===== config.mk =====
export PLATFORM = sky130hd
export DESIGN_NAME = mha_out_collector
export DESIGN_NICKNAME = d
export VERILOG_FILES = /design/src/rtl/mha_pkg.sv /design/src/rtl/mha_tile_fifo.sv /design/src/rtl/mha_out_collector.sv
export SDC_FILE = /design/constraint.sdc
export NUM_CORES = 1
export LEC_CHECK = 0
export CORE_MARGIN = 2
export CORE_UTILIZATION = 50
export CTS_CLUSTER_SIZE = 30
export DETAILED_ROUTE_END_ITERATION = 6
export PLACE_DENSITY = 0.73
export SLEW_MARGIN = 20
export SYNTH_ARGS = -nofsm -noshare
export SYNTH_HDL_FRONTEND = slang
export SYNTH_HIERARCHICAL = 1
export SYNTH_SLANG_ARGS = --single-unit
export TNS_END_PERCENT = 30

===== constraint.sdc =====
create_clock -name clk -period 6.13 [get_ports clk]
set_clock_uncertainty 0.1 [all_clocks]
set_input_delay 1.5325 -clock clk [delete_from_list [all_inputs] [get_ports clk]]
set_output_delay 1.5325 -clock clk [all_outputs]
set_load 0.01 [all_outputs]

===== src/rtl/mha_pkg.sv =====
// Shared widths, tile typedefs, output FSM states and element narrowing for mha_out_collector.
// With MHA_OUT_SAT_EN defined, narrow_elem saturates to the output range; otherwise it wraps.
package mha_pkg;

  localparam int BLOCK_SIZE     = 2;
  localparam int WIDTH_ACC      = 32;
  localparam int WIDTH_OUT      = 16;
  localparam int FRAC_SHIFT     = 8;
  localparam int DEF_COL_Y      = 2;
  localparam int DEF_FIFO_DEPTH = 4;
  localparam int ROW_IDX_W      = (BLOCK_SIZE > 1) ? $clog2(BLOCK_SIZE) : 1;

  typedef logic [BLOCK_SIZE*BLOCK_SIZE*WIDTH_ACC-1:0] acc_tile_t;
  typedef logic [BLOCK_SIZE*BLOCK_SIZE*WIDTH_OUT-1:0] out_tile_t;

  typedef enum logic {
    IDLE = 1'b0,
    EMIT = 1'b1
  } out_state_e;

`ifdef MHA_OUT_SAT_EN
  localparam logic signed [WIDTH_ACC-1:0] OUT_MAX = WIDTH_ACC'((2 ** (WIDTH_OUT - 1)) - 1);
  localparam logic signed [WIDTH_ACC-1:0] OUT_MIN = WIDTH_ACC'(-(2 ** (WIDTH_OUT - 1)));
`endif

  function automatic logic [WIDTH_OUT-1:0] narrow_elem(input logic signed [WIDTH_ACC-1:0] acc);
    logic signed [WIDTH_ACC-1:0] x;
    x = acc >>> FRAC_SHIFT;
`ifdef MHA_OUT_SAT_EN
    if (x > OUT_MAX) begin
      x = OUT_MAX;
    end else if (x < OUT_MIN) begin
      x = OUT_MIN;
    end
`endif
    return WIDTH_OUT'(x);
  endfunction

endpackage


===== src/rtl/mha_tile_fifo.sv =====
// Synchronous tile FIFO, first-word fall-through read; one-cycle push-to-visible latency.
// A push while full is taken only if a pop happens in the same cycle; otherwise it is ignored.
module mha_tile_fifo
  import mha_pkg::*;
#(
  parameter int DEPTH = DEF_FIFO_DEPTH
) (
  input  logic                     clk,
  input  logic                     rst,
  input  logic                     push,
  input  out_tile_t                push_dat,
  input  logic                     pop,
  output out_tile_t                pop_dat,
  output logic                     full,
  output logic                     empty,
  output logic [$clog2(DEPTH):0]   count
);

  localparam int AW = $clog2(DEPTH);
  localparam int CW = AW + 1;

  out_tile_t       mem_q [DEPTH];
  logic [AW-1:0]   wr_ptr_q;
  logic [AW-1:0]   rd_ptr_q;
  logic [CW-1:0]   count_q;
  logic            do_push;
  logic            do_pop;

  assign full    = (count_q == CW'(DEPTH));
  assign empty   = (count_q == '0);
  assign do_pop  = pop && !empty;
  assign do_push = push && (!full || do_pop);
  assign pop_dat = mem_q[rd_ptr_q];
  assign count   = count_q;

  always_ff @(posedge clk) begin
    if (rst) begin
      wr_ptr_q <= '0;
      rd_ptr_q <= '0;
      count_q  <= '0;
    end else begin
      if (do_push) begin
        wr_ptr_q <= wr_ptr_q + 1'b1;
      end
      if (do_pop) begin
        rd_ptr_q <= rd_ptr_q + 1'b1;
      end
      if (do_push && !do_pop) begin
        count_q <= count_q + 1'b1;
      end else if (!do_push && do_pop) begin
        count_q <= count_q - 1'b1;
      end
    end
  end

  // Storage needs no reset: pointers and count define what is valid.
  always_ff @(posedge clk) begin
    if (do_push) begin
      mem_q[wr_ptr_q] <= push_dat;
    end
  end

endmodule


===== src/rtl/mha_out_collector.sv =====
// Captures accumulator tiles, narrows them (saturating when MHA_OUT_SAT_EN is defined) and streams rows;
// 3 cycles acc_valid->out_valid; out_ready stalls rows, full FIFO drops tiles and sets sticky overflow.
module mha_out_collector
  import mha_pkg::*;
#(
  parameter int  COL_Y      = DEF_COL_Y,
  parameter int  FIFO_DEPTH = DEF_FIFO_DEPTH,
  localparam int TW         = (COL_Y > 1) ? $clog2(COL_Y) : 1
) (
  input  logic                            clk,
  input  logic                            rst,
  input  logic                            acc_valid,
  input  acc_tile_t                       acc_data,
  output logic                            tile_ready,
  output logic                            out_valid,
  input  logic                            out_ready,
  output logic [BLOCK_SIZE*WIDTH_OUT-1:0] out_data,
  output logic [ROW_IDX_W-1:0]            out_row_idx,
  output logic [TW-1:0]                   out_tile_idx,
  output logic                            out_last,
  output logic                            row_done,
  output logic                            overflow
);

  localparam int ROW_W  = BLOCK_SIZE * WIDTH_OUT;
  localparam int N_ELEM = BLOCK_SIZE * BLOCK_SIZE;
  localparam int CW     = $clog2(FIFO_DEPTH) + 1;

  out_tile_t            stage_d;
  out_tile_t            stage_q;
  logic                 stage_vld_q;
  out_tile_t            tile_q;
  out_state_e           state_q;
  logic [ROW_IDX_W-1:0] row_q;
  logic [TW-1:0]        tidx_q;
  logic                 row_done_q;
  logic                 overflow_q;
  logic                 tile_ready_q;

  out_tile_t            fifo_dat;
  logic                 fifo_full;
  logic                 fifo_empty;
  logic [CW-1:0]        fifo_count;
  logic                 fifo_pop;
  logic                 hs;
  logic                 last_row;
  logic                 last_tile;

  always_comb begin
    stage_d = '0;
    for (int e = 0; e < N_ELEM; e++) begin
      stage_d[e*WIDTH_OUT +: WIDTH_OUT] = narrow_elem(acc_data[e*WIDTH_ACC +: WIDTH_ACC]);
    end
  end

  always_ff @(posedge clk) begin
    if (rst) begin
      stage_vld_q <= 1'b0;
      stage_q     <= '0;
    end else begin
      stage_vld_q <= acc_valid;
      if (acc_valid) begin
        stage_q <= stage_d;
      end
    end
  end

  mha_tile_fifo #(
    .DEPTH (FIFO_DEPTH)
  ) u_fifo (
    .clk      (clk),
    .rst      (rst),
    .push     (stage_vld_q),
    .push_dat (stage_q),
    .pop      (fifo_pop),
    .pop_dat  (fifo_dat),
    .full     (fifo_full),
    .empty    (fifo_empty),
    .count    (fifo_count)
  );

  assign out_valid = (state_q == EMIT);
  assign hs        = out_valid && out_ready;
  assign last_row  = (row_q == ROW_IDX_W'(BLOCK_SIZE - 1));
  assign last_tile = (tidx_q == TW'(COL_Y - 1));
  // Pop on entry from IDLE, or right behind the last-row handshake so tiles stream without a bubble.
  assign fifo_pop  = !fifo_empty && ((state_q == IDLE) || (hs && last_row));

  always_ff @(posedge clk) begin
    if (rst) begin
      state_q    <= IDLE;
      tile_q     <= '0;
      row_q      <= '0;
      tidx_q     <= '0;
      row_done_q <= 1'b0;
    end else begin
      row_done_q <= hs && last_row && last_tile;
      case (state_q)
        IDLE: begin
          if (!fifo_empty) begin
            tile_q  <= fifo_dat;
            row_q   <= '0;
            state_q <= EMIT;
          end
        end
        EMIT: begin
          if (hs) begin
            if (!last_row) begin
              row_q <= row_q + 1'b1;
            end else begin
              row_q  <= '0;
              tidx_q <= last_tile ? '0 : tidx_q + 1'b1;
              if (!fifo_empty) begin
                tile_q <= fifo_dat;
              end else begin
                state_q <= IDLE;
              end
            end
          end
        end
        default: state_q <= IDLE;
      endcase
    end
  end

  // tile_ready keeps one slot spare for the tile already sitting in the staging register.
  always_ff @(posedge clk) begin
    if (rst) begin
      tile_ready_q <= 1'b1;
      overflow_q   <= 1'b0;
    end else begin
      tile_ready_q <= (fifo_count < CW'(FIFO_DEPTH - 1)) || fifo_empty;
      if (stage_vld_q && fifo_full && !fifo_pop) begin
        overflow_q <= 1'b1;
      end
    end
  end

  always_comb begin
    out_data = '0;
    for (int r = 0; r < BLOCK_SIZE; r++) begin
      if (row_q == ROW_IDX_W'(r)) begin
        out_data = tile_q[r*ROW_W +: ROW_W];
      end
    end
  end

  assign out_row_idx  = row_q;
  assign out_tile_idx = tidx_q;
  assign out_last     = out_valid && last_row && last_tile;
  assign row_done     = row_done_q;
  assign overflow     = overflow_q;
  assign tile_ready   = tile_ready_q;

endmodule


==> metrics <==
dpl hpwl=15400 um; post-synth top area cell=edfxtp_1; WL final=28200 um; die width=180 um; Skew-Pair Late Insertion Delay=0.53 ns; CP Cell Sequence=mux2_2 -> clkdlybuf4s50_1; clock root buffer=clkbuf_16; Slew Limit Headroom=25.9%; Crit. End Element=output pin; Synth Register Bits=400; leading cell types in the layout, fill and taps excluded=edfxtp_1, dfxtp_1, mux2i_1, nand2b_1, clkdlybuf4s50_1; WP data required=4.50 ns; max cap viols=0; Worst Path Arrival=2.54 ns; wire per inst=19.4 um; # IOs=171; Most used DFF post-synth=edfxtp_1; vias in the first global route=between 8000 and 9000; Cell Area, Synth=15500 um2; Starting Density=just over 50%; GRT Util Overall=17.6%; Iteration-0 DRC Markers=431; slowest cell delay on critical path=slightly above 1 ns; Critical Path Fanout Max=38; Final WS setup=1.96 ns; cts hold-fix bufs=0; hold path depth=2; num rows=64; worst hold slack=0.374 ns; DRT Pass-1 Iters=4; Post-CTS Setup Bufs=0; Pins Over Slew Limit=0; PostCTS Resize Cnt=0; grt ovf=0; commonest non-fill, non-tap cell in the layout=edfxtp_1; FF-to-FF End=u_fifo/count[2]$_SDFFE_PP0P_; H-tree level count=2; I/O Buffers=106; warnings from Yosys=6; hold endpoint=tile_q[9]$_SDFFE_PP0P_; Worst Setup Start Kind=flip-flop; first-pass GRT wire length=44700 um; syn_nets=1066; PD cells=413 nW/um2; Leakage=6.30 nW; TritonCTS buffer count=40; die area=32400 um2; Synth cell types=40; ANT cells=0; Cells after Synth=928; Pwr Total=~7.4 mW; Top Family by Delay on Critical Path=flip-flops; Tightest Pin Transition=1.11 ns; Synth top area share=49.6%; post-route ant nets=0; synthesis-to-finish area growth=16.3%; RSZ-0062 raised after global routing=no; layout cell share with drive strength beyond 1=between 10% and 20%; Final Cell Area=18000 um2; Vias/cell=5.31; final worst-path cycle share=about 70%; die span in y=180 um; achievable clock frequency=around 0.24 GHz; drt drc=0; min-delay src=tile_q[9]$_SDFFE_PP0P_; clk slew on worst S/H paths=0.06 ns; Post-DP Area=16700 um2; WP buf/inv=1; CTS max path bufs=3; asr flop ratio synth=0%; Syn Area/Cell=about 17 um2; core box area=30600 um2; Clock Sink Count=400; EDFF count, synth=256; NumNets Final=around 1200; setup TNS=0 ns; worst r2r src=out_row_idx$_SDFFE_PP0P_; largest net degree at the start of global routing=roughly 110; initial antenna violation count=0; outcome=finished clean; CP max-delay cell=dfxtp_2; worst hold path type=flip-flop to flip-flop; min cycle time layout=around 4.2 ns; crit path from=out_row_idx$_SDFFE_PP0P_; vias post-DR=7722; r2r worst-path depth=10; ranking of synthesized cells by area=edfxtp_1, dfxtp_1, mux4_2, mux2i_1, nand2b_1; register area share after synthesis=68.2%; dpl ws=~1.4 ns; reg2reg setup slack=2.43 ns; RD Place Congestion=0.696; endpoints failing hold=0; Setup Crit Path Kind=flip-flop to output pin; # setup viols final=0; TritonCTS clock tree=done; worst-case vdd ir drop=between 300 and 400 uV
==> final cells by class <==
type / instances / area, um2
Clock inverter: 10 / 110
Multi-Input combinational cell: 468 / 4540
Sequential cell: 400 / 10600
Timing Repair Buffer: 110 / 1100
Tap cell: 396 / 495
Inverter: 5 / 18.8
Clock buffer: 64 / 1200
Fill cell: 2348 / 12500
==> worst reg2reg max path, delay by kind of cell (launching register included) <==
family                     cells  cell delay [ns]
DFF                            1             1.03
and+or+nand+nor                2             0.46
adders and majority gates      2             0.70
xor gates and xnor gates       1             0.18
buffers and inverters          2             0.17
AOI/OAI and AO/OA              3             0.98
==> worst max path at each step <==
stage,cells past startpoint,endpoint,slack (ns)
finish,2,out_data[9],1.96
global route,11,u_fifo/count[2]$_SDFFE_PP0P_,1.81
CTS,2,out_data[26],1.94
detailed placement,11,u_fifo/count[2]$_SDFFE_PP0P_,1.44
global placement,11,u_fifo/count[2]$_SDFFE_PP0P_,1.51
floorplan,7,u_fifo/mem_q[0][0]$_DFFE_PP_,1.63
==> state kept, by name, indices dropped and copies added, names as in the netlist, 2 cells and up, named ones only <==
name / cells
tile_q: 64
u_fifo/rd_ptr_q: 2
u_fifo/wr_ptr_q: 2
u_fifo/mem_q: 256
stage_q: 64
u_fifo/count: 3
==> per-stage QoR <==
step           cells  utilization, %
2_1_floorplan    928               -
3_5_place_dp    1379            54.7
6_report        1453            59.0
3_3_place_gp    1379            54.7
5_1_grt         1453            59.0
4_1_cts         1453            59.0
==> cells in the mapped netlist (2+ instances only) <==
cell type	n
clkbuf_1	19
xor2_1	5
a21oi_1	4
or3_1	2
mux4_1	2
buf_6	2
dfxtp_1	144
and2_1	4
mux2_2	32
mux2i_1	130
buf_8	4
edfxtp_1	256
nand2_1	2
nor2_1	72
buf_12	6
buf_4	3
nand2b_1	130
inv_1	5
buf_2	20
ha_1	5
mux4_2	62
==> where the power goes <==
group	total [mW]	switching (mW)	internal, mW
Sequential	3.46	0.280	3.18
Clock	2.39	0.960	1.43
Combinational	1.60	0.698	0.899
==> per-layer routing <==
layer | up-vias | wire [um] | GRT usage, %
li1 | 3630 | - | -
met1 | 3896 | 12000 | 23.0
met2 | 152 | 14600 | 31.0
met3 | 44 | 1160 | 2.79
met4 | 0 | 514 | 4.48
met5 | - | 0 | 0
==> cell families (layout without fill, tap and decap cells) <==
family | Yosys count | in the layout | share of synthesized area, %
buf+inv | 60 | 189 | 2.71
fa+ha+maj | 6 | 6 | 0.532
flops | 400 | 400 | 68.2
compound gates | 11 | 11 | 0.484
simple gates | 219 | 219 | 7.69
xor+xnor | 5 | 5 | 0.282
mux | 227 | 227 | 20.2
Note: power is estimated with default switching activity, not from simulation.
==> patch: new RTL, same flow settings <==
Reset style: asynchronous (`rst`), changed in 4 clocked blocks. Comments in the files are not updated.
--- a/src/rtl/mha_tile_fifo.sv
+++ b/src/rtl/mha_tile_fifo.sv
@@ -33,7 +33,7 @@
   assign pop_dat = mem_q[rd_ptr_q];
   assign count   = count_q;
 
-  always_ff @(posedge clk) begin
+  always_ff @(posedge clk or posedge rst) begin
     if (rst) begin
       wr_ptr_q <= '0;
       rd_ptr_q <= '0;
--- a/src/rtl/mha_out_collector.sv
+++ b/src/rtl/mha_out_collector.sv
@@ -53,7 +53,7 @@
     end
   end
 
-  always_ff @(posedge clk) begin
+  always_ff @(posedge clk or posedge rst) begin
     if (rst) begin
       stage_vld_q <= 1'b0;
       stage_q     <= '0;
@@ -86,7 +86,7 @@
   // Pop on entry from IDLE, or right behind the last-row handshake so tiles stream without a bubble.
   assign fifo_pop  = !fifo_empty && ((state_q == IDLE) || (hs && last_row));
 
-  always_ff @(posedge clk) begin
+  always_ff @(posedge clk or posedge rst) begin
     if (rst) begin
       state_q    <= IDLE;
       tile_q     <= '0;
@@ -124,7 +124,7 @@
   end
 
   // tile_ready keeps one slot spare for the tile already sitting in the staging register.
-  always_ff @(posedge clk) begin
+  always_ff @(posedge clk or posedge rst) begin
     if (rst) begin
       tile_ready_q <= 1'b1;
       overflow_q   <= 1'b0;
Behaviour: differs if rst is asserted again (counterexample within 4 cycles, from zero or initial values and one cycle with rst high); with rst held inactive, the same outputs for 4 cycles.
==> patch against the unedited design <==
Synthesized area is 2.0% lower; wire length is 2.7% lower; clock power is 3% higher; power is 18% higher; setup slack better by 0.032 ns; design area is 0.58% lower; sequential share of layout area is 4.1 points higher; core utilization is 1.2 points higher; combinational power is 42% higher; critical path depth is 5 higher; maximum frequency is 0.78% higher; sequential cell count is 2 lower.
==> patch: results (changes against the unedited design) <==
outcome:
  status: "finished clean"  # unchanged
layout:
  final_cell_area_um2: 17900  # was 18,000 µm²
  nNetsFinal: 957  # was 1,163
synth:
  synthTopCellsByCount: "edfxtp_1, dfrtp_1, mux2_2"  # was edfxtp_1, dfxtp_1, mux2i_1, nand2b_1, nor2_1
  ys_top_cells_by_area: "edfxtp_1, dfrtp_1, mux4_2, mux2_2, mux2_4"  # was edfxtp_1, dfxtp_1, mux4_2, mux2i_1, nand2b_1
  syn_nets: 836  # was 1,066
  async_reset_ff_frac: 0.357  # was 0
timing:
  holdWs_ns: 0.401  # was 0.374 ns
  worst-slew-pin-transition_ns: 1.11  # about the same
pwr:
  switching_share: 0.263  # was 0.260
  clockPowerShare: 0.279  # was 0.322
placement:
  gp_congestion: 0.738  # was 0.696
  dpl_cell_area_um2: 16600  # was 16,700 µm²
worst_setup_path:
  reg2reg_slack_ns: 2.62  # was 2.43 ns
  cp_slowest_cell: "and2_4"  # was dfxtp_2
  worst_path_dominant_cell_family: "buffers and inverters"  # was flip-flops
  r2r_cells: 6  # was 10
  r2r_start: "out_row_idx$_DFFE_PP0P_"  # was out_row_idx$_SDFFE_PP0P_
routing:
  num_vias: 6870  # was 7,722
  drt_iter0_markers: 385  # was 431
grt:
  grt_pass1_wl_um: 42700  # was 44,700 µm
  grt_pass1_vias: 7695  # was 8,025
  use_met3: 0.0313  # was 0.0279
  met1_usage: 0.233  # was 0.230
  grt_usage: 0.180  # was 0.176
hold_path:
  hp-start: "tile_q[22]$_DFFE_PP0P_"  # was tile_q[9]$_SDFFE_PP0P_
  min_to: "tile_q[22]$_DFFE_PP0P_"  # was tile_q[9]$_SDFFE_PP0P_
-- patch: cell count changes after synthesis, sizes merged, moves of 4 or more --
cell / change
dfxtp: -144
dfrtp: +141
mux2i: -130
mux2: +129
nand2b: -128
nor2: -70
clkbuf: -19
xnor2: +5
a21oi: -4
buf: -4
-- patch: cell type report --
type / instances / share of cell area
clock buffers: 58 / 0.0658
clock inverters: 14 / 0.00935
inverters: 6 / 0.00153
multi-input cells: 262 / 0.208
flip-flops and latches: 398 / 0.627
well taps: 390 / 0.0272
repair buffers: 111 / 0.0611
-- patch: cell families (layout without fill, tap and decap cells) --
kind of cell    Yosys count  in the layout  synth area share
flops                   398            398             0.739
mux                     226            226             0.225
buf+inv                  38            189            0.0165
simple gates             17             17           0.00683
xor+xnor                  7              7           0.00403
fa+ha+maj                 6              6           0.00543
compound gates            6              6           0.00313
-- patch: per-stage QoR --
step,cells,setup WS (ns)
final,1239,1.99
after global routing,1239,1.87
after CTS,1239,1.82
after detailed placement,1167,1.46
after global placement,1167,1.56
after floorplan,698,0.888
